File: src/rtl/muldiv_unit.sv
// RV32M/RV64M multiply/divide unit: shift-add multiply and restoring divide, one bit per cycle.
// Latency: XLEN+2 cycles from accept to done (MULDIV_EARLY_OUT_EN: trivial cases finish in 1 cycle).
// Backpressure: ready only in IDLE, start ignored otherwise; flush aborts without done, result held.
module muldiv_unit #(
   parameter int XLEN  = 32,
   parameter int CNT_W = $clog2(XLEN)
) (
   input  logic            clk,
   input  logic            rst_n,
   input  logic            start,
   input  logic            flush,
   input  logic [2:0]      op,
   input  logic [XLEN-1:0] a,
   input  logic [XLEN-1:0] b,
   output logic            ready,
   output logic            busy,
   output logic            done,
   output logic [XLEN-1:0] result
);

   localparam logic [2:0] OP_MUL    = 3'b000;
   localparam logic [2:0] OP_MULH   = 3'b001;
   localparam logic [2:0] OP_MULHSU = 3'b010;
   localparam logic [2:0] OP_DIV    = 3'b100;
   localparam logic [2:0] OP_REM    = 3'b110;

   localparam logic [XLEN-1:0]   ONE   = XLEN'(1);
   localparam logic [2*XLEN-1:0] PONE  = (2*XLEN)'(1);
   localparam logic [XLEN-1:0]   S_MIN = {1'b1, {(XLEN-1){1'b0}}};

   typedef enum logic [1:0] {S_IDLE, S_CALC, S_FIX, S_DONE} state_t;

   state_t          state_q, state_d;
   logic [CNT_W-1:0] cnt_q, cnt_d;
   logic [2:0]      op_q, op_d;
   logic [XLEN-1:0] mb_q, mb_d;        // |b|: multiplicand or divisor
   logic [XLEN-1:0] acc_q, acc_d;      // product high half / partial remainder
   logic [XLEN-1:0] lo_q, lo_d;        // multiplier -> product low half / dividend -> quotient
   logic            neg_q, neg_d;      // negate the selected result in FIX
   logic            spec_q, spec_d;    // special case pending
   logic [XLEN-1:0] spec_val_q, spec_val_d;
   logic [XLEN-1:0] result_q, result_d;

   // Operand decode on accept: magnitudes, result sign and special cases
   logic            signed_a, signed_b, a_neg, b_neg, res_neg, div0, ovf, spec_hit;
   logic [XLEN-1:0] a_mag, b_mag, spec_val;
`ifdef MULDIV_EARLY_OUT_EN
   logic            early;
`endif

   always_comb begin
      signed_a = (op == OP_MULH) || (op == OP_MULHSU) || (op == OP_DIV) || (op == OP_REM);
      signed_b = (op == OP_MULH) || (op == OP_DIV) || (op == OP_REM);
      a_neg    = signed_a & a[XLEN-1];
      b_neg    = signed_b & b[XLEN-1];
      a_mag    = a_neg ? (~a + ONE) : a;
      b_mag    = b_neg ? (~b + ONE) : b;
      // REM follows the dividend sign; everything else follows sign(a) ^ sign(b)
      res_neg  = (op == OP_REM) ? a_neg : (a_neg ^ b_neg);
      div0     = op[2] && (b == '0);
      ovf      = ((op == OP_DIV) || (op == OP_REM)) && (a == S_MIN) && (b == '1);
      spec_hit = 1'b0;
      spec_val = '0;
      if (div0) begin
         spec_hit = 1'b1;
         spec_val = op[1] ? a : '1;
      end else if (ovf) begin
         spec_hit = 1'b1;
         spec_val = op[1] ? '0 : a;
      end
`ifdef MULDIV_EARLY_OUT_EN
      // a zero operand yields zero for every op once divide-by-zero is excluded
      early = spec_hit || (a == '0) || (b == '0);
`endif
   end

   // One iteration of shift-add multiply and restoring divide
   logic [XLEN:0]   mul_sum, div_shift;
   logic [XLEN-1:0] div_diff;
   logic            div_ge;

   always_comb begin
      mul_sum   = {1'b0, acc_q} + (lo_q[0] ? {1'b0, mb_q} : {(XLEN+1){1'b0}});
      div_shift = {acc_q, lo_q[XLEN-1]};
      div_ge    = div_shift >= {1'b0, mb_q};
      div_diff  = div_shift[XLEN-1:0] - mb_q;
   end

   // Sign correction and result selection for FIX
   logic [2*XLEN-1:0] prod, prod_fix;
   logic [XLEN-1:0]   quo_fix, rem_fix, fix_val;

   always_comb begin
      prod     = {acc_q, lo_q};
      prod_fix = neg_q ? (~prod + PONE) : prod;
      quo_fix  = neg_q ? (~lo_q + ONE) : lo_q;
      rem_fix  = neg_q ? (~acc_q + ONE) : acc_q;
      if (spec_q)
         fix_val = spec_val_q;
      else if (!op_q[2])
         fix_val = (op_q == OP_MUL) ? prod_fix[XLEN-1:0] : prod_fix[2*XLEN-1:XLEN];
      else
         fix_val = op_q[1] ? rem_fix : quo_fix;
   end

   // Next-state and datapath update; flush wins over every forward transition
   always_comb begin
      state_d    = state_q;
      cnt_d      = cnt_q;
      op_d       = op_q;
      mb_d       = mb_q;
      acc_d      = acc_q;
      lo_d       = lo_q;
      neg_d      = neg_q;
      spec_d     = spec_q;
      spec_val_d = spec_val_q;
      result_d   = result_q;
      case (state_q)
         S_IDLE: begin
            if (start && !flush) begin
               op_d       = op;
               mb_d       = b_mag;
               acc_d      = '0;
               lo_d       = a_mag;
               neg_d      = res_neg;
               spec_d     = spec_hit;
               spec_val_d = spec_val;
               cnt_d      = CNT_W'(XLEN-1);
               state_d    = S_CALC;
`ifdef MULDIV_EARLY_OUT_EN
               if (early) begin
                  result_d = spec_val;
                  state_d  = S_DONE;
               end
`endif
            end
         end
         S_CALC: begin
            if (flush) begin
               state_d = S_IDLE;
            end else begin
               if (!op_q[2]) begin
                  acc_d = mul_sum[XLEN:1];
                  lo_d  = {mul_sum[0], lo_q[XLEN-1:1]};
               end else begin
                  acc_d = div_ge ? div_diff : div_shift[XLEN-1:0];
                  lo_d  = {lo_q[XLEN-2:0], div_ge};
               end
               cnt_d = cnt_q - CNT_W'(1);
               if (cnt_q == '0)
                  state_d = S_FIX;
            end
         end
         S_FIX: begin
            if (flush) begin
               state_d = S_IDLE;
            end else begin
               result_d = fix_val;
               state_d  = S_DONE;
            end
         end
         default: state_d = S_IDLE;
      endcase
   end

   // State and datapath registers, cleared by asynchronous reset
   always_ff @(posedge clk or negedge rst_n) begin
      if (!rst_n) begin
         state_q    <= S_IDLE;
         cnt_q      <= '0;
         op_q       <= '0;
         mb_q       <= '0;
         acc_q      <= '0;
         lo_q       <= '0;
         neg_q      <= 1'b0;
         spec_q     <= 1'b0;
         spec_val_q <= '0;
         result_q   <= '0;
      end else begin
         state_q    <= state_d;
         cnt_q      <= cnt_d;
         op_q       <= op_d;
         mb_q       <= mb_d;
         acc_q      <= acc_d;
         lo_q       <= lo_d;
         neg_q      <= neg_d;
         spec_q     <= spec_d;
         spec_val_q <= spec_val_d;
         result_q   <= result_d;
      end
   end

   assign ready  = (state_q == S_IDLE);
   assign busy   = (state_q != S_IDLE);
   assign done   = (state_q == S_DONE) && !flush;
   assign result = result_q;

endmodule
File: config.mk
export PLATFORM = sky130hd
export DESIGN_NAME = muldiv_unit
export DESIGN_NICKNAME = d
export VERILOG_FILES = /design/src/rtl/muldiv_unit.sv
export SDC_FILE = /design/constraint.sdc
export NUM_CORES = 1
export LEC_CHECK = 0
export ABC_AREA = 1
export BUFFER_PORTS_ARGS = -buffer_cell sky130_fd_sc_hd__buf_2
export CORE_MARGIN = 3
export CORE_UTILIZATION = 43
export CTS_CLUSTER_DIAMETER = 40
export CTS_CLUSTER_SIZE = 40
export DETAILED_ROUTE_END_ITERATION = 7
export SLEW_MARGIN = 30
export SYNTH_ARGS = -nofsm -noshare
export SYNTH_HDL_FRONTEND = slang
export SYNTH_SLANG_ARGS = --single-unit
export TNS_END_PERCENT = 20
File: constraint.sdc
create_clock -name clk -period 3.25 [get_ports clk]
set_input_delay 0.4875 -clock clk [delete_from_list [all_inputs] [get_ports clk]]
set_output_delay 0.4875 -clock clk [all_outputs]
set_load 0.01 [all_outputs]
## After elaboration in Yosys (flattened, before gate mapping)

Index checks and enable logic that the tools add are counted.

- RAM bits: 0
- Output and inout bits: 35
- Memory bits (read-only): 0
- Logic and storage cells: 96
- Input bits: 71
- Memories kept: 0
- Bits in latches: 0
- Register bits: 172

- Bitwise operators: 9
- Div/mod/pow operators: 0
- $lt $le $gt $ge: 1
- Eq/ne operators: 12
- Mux-type cells: 34
- Add/subtract/negate cells: 8
- Multiply operators: 0
- Reductions and logical operators: 22
- Shift-type cells: 0

Operator list:

| cell | number |
|---|---|
| 32-bit two-way mux | 20 |
| 32-bit by 1-bit adder with 32-bit output, second input constant | 4 |
| 32-bit NOT | 4 |
| 32-bit one-hot mux with 2 select lines | 2 |
| 64-bit by 1-bit adder with 64-bit output, second input constant | 1 |
| 32-bit equality test, second input constant | 2 |
| 64-bit two-way mux | 1 |
| 64-bit NOT | 1 |
| 32-bit by 32-bit adder with 33-bit output | 1 |
| 33-bit by 32-bit greater-or-equal comparator with 1-bit output | 1 |
| 32-bit logical NOT | 1 |
| 32-bit subtractor | 1 |
| 5-bit two-way mux | 2 |
| 5-bit one-hot mux with 2 select lines | 1 |
| 2-bit two-way mux | 4 |
| 3-bit equality test, second input constant | 2 |
| 1-bit logical OR | 6 |
| 2-bit one-hot mux with 3 select lines | 1 |
| 2-bit AND reduction | 3 |
| 1-bit logical AND | 5 |
| 5-bit logical NOT | 1 |
| 5-bit by 1-bit subtractor with 5-bit output, second input constant | 1 |
| 2-bit equality test, second input constant | 2 |
| 2-bit nonzero test | 2 |
| 14 further kinds | 17 |

## Logic depth before layout (Yosys ltp)

- Depth in word-level cells: 8
- Depth in mapped cells: 20

## Least setup slack after synthesis

OpenSTA, ideal clock, no wires.

- Path type: register to register
- Start: register lo_q[0]
- End: register acc_q[21]
- Period minus slack after synthesis: 2.641 ns
- Arrival: 2.525 ns
- Cell stages (with the launch flop): 20
- Data required time: 3.133 ns
- Path slack: 0.609 ns
- Cell sequence: dfrtp_1 -> clkbuf_1 -> clkbuf_1 -> nand2_1 -> inv_1 -> ha_1 -> inv_1 -> fa_1 -> o21ai_0 -> nand2_1 -> nand2_1 -> nand2_1 -> nand2_1 -> nand2_1 -> nand3_1 -> nand3_1 -> nand2_1 -> inv_1 -> nand2_1 -> nand2_1

- Longest elaborated chain between the ends: 5

Ends and longest elaborated chain:

| what | line | text |
|---|---|---|
| start: declaration | 38 | `logic [XLEN-1:0] lo_q, lo_d;` |
| start signal: assignment | 185 | `lo_q <= lo_d;` |
| 32-bit two-way mux | 83 | `mul_sum = {1'b0, acc_q} + (lo_q[0] ? {1'b0, mb_q} : {(XLEN+1){1'b0}});` |
| 32-bit by 32-bit adder with 33-bit output | 83 |  |
| 32-bit two-way mux | 142 | `if (!op_q[2]) begin` |
| 32-bit two-way mux | 139 | `if (flush) begin` |
| 32-bit one-hot mux with 2 select lines | 118 | `case (state_q)` |
| end signal: assignment | 173 | `acc_q <= '0;` |
| end signal: assignment | 184 | `acc_q <= acc_d;` |
| end: declaration | 37 | `logic [XLEN-1:0] acc_q, acc_d;` |

No other way between the ends. The select of a mux whose other input is x is not followed.
A chain may end at the register's enable or synchronous reset.

## Final worst setup path

- Start: register mb_q[23]
- End: register acc_q[15]

- Longest elaborated chain between the ends: 5

Ends and longest elaborated chain:

| what | line | text |
|---|---|---|
| start: declaration | 36 | `logic [XLEN-1:0] mb_q, mb_d;` |
| start signal: assignment | 183 | `mb_q <= mb_d;` |
| 33-bit by 32-bit greater-or-equal comparator with 1-bit output | 85 | `div_ge = div_shift >= {1'b0, mb_q};` |
| 32-bit two-way mux | 146 | `acc_d = div_ge ? div_diff : div_shift[XLEN-1:0];` |
| 32-bit two-way mux | 142 |  |
| 32-bit two-way mux | 139 |  |
| 32-bit one-hot mux with 2 select lines | 118 |  |

No other way between the ends. The select of a mux whose other input is x is not followed.

==> results.md <==
* Die extent in x at 215 µm
* Vias in the first global route at 20,300
* Layout area overhead at 10.8%
* Post-DP HPWL at 66,800 µm
* Initial Util at 44.1%
* Number of DRC markers in iteration 0 at 2,544
* Max-Cap Viols at 0
* Register Area at 4310 µm²
* Mapped Cells at 3,292
* GPL Wtd Cong at 1.06
* Mean Syn Cell Area at 5.68 µm²
* DP Worst Slack at 266 ps
* Number of synthesized flops with an enable pin at 0
* DRC at 0
* Crit end category: flip-flop
* DRT Wirelength at 83,600 µm
* RSZ-0062 raised after global routing: no
* Slowest CP cell: dfrtp_1
* Hold/Removal Path Class: input pin to asynchronous set/reset pin
* CP dominant cell by count: nand2_1
* CP peak stage delay at 490 ps
* Slew headroom at 41.4%
* Post-synthesis cell area at 18,700 µm²
* Final instance area at 20,700 µm²
* Worst skew pair latency at 490 ps
* Placed Instances at 3,935
* Row cnt at 75
* Crit path cell chain: inv_1 -> ha_1 -> nand2_1 -> inv_1 -> a21oi_1 -> nand2_1 -> nand2_1 -> nand2_1 -> a21oi_4 -> nand2_4 -> inv_2 -> nand2_1 -> nor2_1 -> o21ai_1
* Total gr overflow at 0
* Number of inserted diodes at 0
* Capture point of the worst reg-to-reg path: acc_q[15]
* Hold-fix buffers, CTS at 0
* DR vias/cell at 5.64
* Layout Skew at 24.4 ps
* CP Buf/Inv Count at 3
* Fin cells at 3,967
* R2r worst-path depth at 14
* FILL cells at 4,685
* Largest net degree at the start of global routing at 115
* Endpoints failing setup at 0
* DR vias at 22,400
* Clock root buffer: clkbuf_16
* Synth Register Bits at 172
* IO Pins at 106
* CTS tree: yes
* Placed cell areas at 20,100 µm²
* WP data arrival at 3480 ps
* Area of the multi-input gates at 12,300 µm²
* Antenna violations before repair at 6
* First-pass GRT wire length at 125,000 µm
* Final Hold Viols at 0
* Worst-path maximum fanout at 10
* Leakage power at 11.0 nW
* DRT Pass-1 Iters at 6
* Setup Crit Path Kind: flip-flop to flip-flop
* Max Fclk at 323 MHz
* Tightest Pin Transition at 877 ps
* H-tree depth at 4
* Most common cell after layout, fill and taps aside: nand2_1
* Final Critical Period at 3100 ps
* Share of layout cells above drive strength 1 at 8.02%
* Setup_tns at 0 ps
* Die ar. at 46,000 µm²
* Most frequent cells in the layout: 1,068 x nand2_1, 404 x inv_1, 402 x nor2_1
* Worst EP required at 3630 ps
* Nets at 3,521
* Total track usage at 35.4%
* Wire per inst at 21.1 µm
* DRT antenna net count at 0
* Outcome: complete, no violations
* Total core area at 42,400 µm²
* Sink Count at 172
* Min Hold Slack at 10.6 ps
* Largest delay contributor family on the critical path: simple AND/OR/NAND/NOR gates
* Main synth FF type: dfrtp_1
* CTS Buffer Depth at 2
* Synth area leaders: dfrtp_1 23%, nand2_1 21%, nand3_1 8.6%, inv_1 8.1%, nor2_1 8.1%
* PortBufs at 105
* Final Slew Violations at 0
* Setup crit start kind: flip-flop
* Cts repair resizes at 0
* Setup Buffers After CTS at 0
* Register area share after synthesis at 23.0%
* Num CTS Buffers at 17
* CTS clk-pin slew, worst paths at 90 ps
* Die Y-Extent at 215 µm
* Final Cycle Share at 95.3%
* Pwr/cell area at 1130 nW/µm²
* YS warnings at 0
* Register-to-Register Setup Slack at 150 ps
* Synth top area share at 23.0%
* Post-synthesis cell type count at 47
* Max IR drop VDD at 620 µV
* R2R Path Start: mb_q[23]
* Final WS setup at 152 ps
* Post-synth top area cell: dfrtp_1
* Synthesized Nets at 3,436
* Asr flop ratio synth at 100%
==> cell families after synthesis <==
family	Yosys count	share of synthesized area [%]
flops	172	23.0
fa+ha+maj	73	4.97
simple gates	1941	43.3
xor+xnor	61	2.86
compound gates	511	14.8
buf+inv	534	11.0
==> routing by layer <==
layer / up-vias / routed length, µm / GRT usage, %
met5: - / 59 / 0
met4: 10 / 2630 / 11.7
met1: 10400 / 38900 / 53.2
met3: 132 / 10000 / 11.3
met2: 1054 / 32000 / 47.2
li1: 10800 / - / -
==> where the power goes <==
| part | switching [W] | total (W) | internal, W |
|---|---|---|---|
| registers | 0.00123 | 0.00417 | 0.00294 |
| clock network | 0.00108 | 0.00210 | 0.00102 |
| logic | 0.0119 | 0.0171 | 0.00517 |
==> worst register-to-register path: stages, from the launching register on <==
cell     delay (ps)
dfrtp_1         490
inv_1           120
ha_1            410
nand2_1         180
inv_1            60
a21oi_1         270
nand2_1         120
nand2_1          80
nand2_1          90
a21oi_4         240
nand2_4         130
inv_2           200
nand2_1         290
nor2_1          220
o21ai_1          90
==> Yosys cell counts (3+ instances only) <==
library cell / number
nand3_1: 320
nor3_2: 4
inv_2: 11
ha_1: 71
nand2_2: 11
o211ai_1: 15
inv_1: 405
o21a_1: 3
xor2_1: 46
or2_2: 6
nor2_2: 5
nand3b_1: 24
nor2_4: 4
o21ai_0: 249
buf_2: 17
nor3_1: 25
a31oi_1: 22
clkbuf_1: 81
buf_1: 13
nand4_1: 51
and2_1: 3
a21o_1: 3
o21ai_1: 33
a21oi_1: 153
o21bai_1: 12
nor2_1: 404
nand2_1: 1070
dfrtp_1: 172
nor4_1: 8
xnor2_1: 15
a22oi_1: 11
==> registers in the layout, summed over array words and instances (netlist names) <==
signal and cells:
lo_q 32, cnt_q 5, state_q 2, acc_q 32, result 32, spec_val_q 32, spec_q 1, neg_q 1
mb_q 32, op_q 3
==> stage by stage <==
| step | utilization, % | power (W) |
|---|---|---|
| finish | 48.8 | 0.0233 |
| floorplan | - | 0.0147 |
| global placement | 47.5 | 0.0205 |
| CTS | 48.8 | 0.0227 |
| detailed placement | 47.5 | 0.0206 |
| global route | 48.8 | 0.0251 |
==> worst max-delay path by stage <==
stage	depth (start not counted)	startpoint	endpoint	slack, ps
after floorplan	19	lo_q[0]	acc_q[21]	610
final	14	mb_q[23]	acc_q[15]	150
after global placement	14	mb_q[23]	acc_q[15]	250
after global routing	14	mb_q[23]	acc_q[15]	80
after CTS	14	mb_q[23]	acc_q[15]	290
after detailed placement	11	b[0]	spec_val_q[25]	270
==> final cells by class <==
type / count / share of cell area (%)
clock buffer: 17 / 2.05
clock inverter: 15 / 0.719
inverter: 418 / 7.58
multi-input combinational: 2586 / 59.6
sequential: 172 / 20.8
tap: 577 / 3.49
timing repair buffer: 182 / 5.74
No activity file was read; power rests on OpenSTA's default activity.
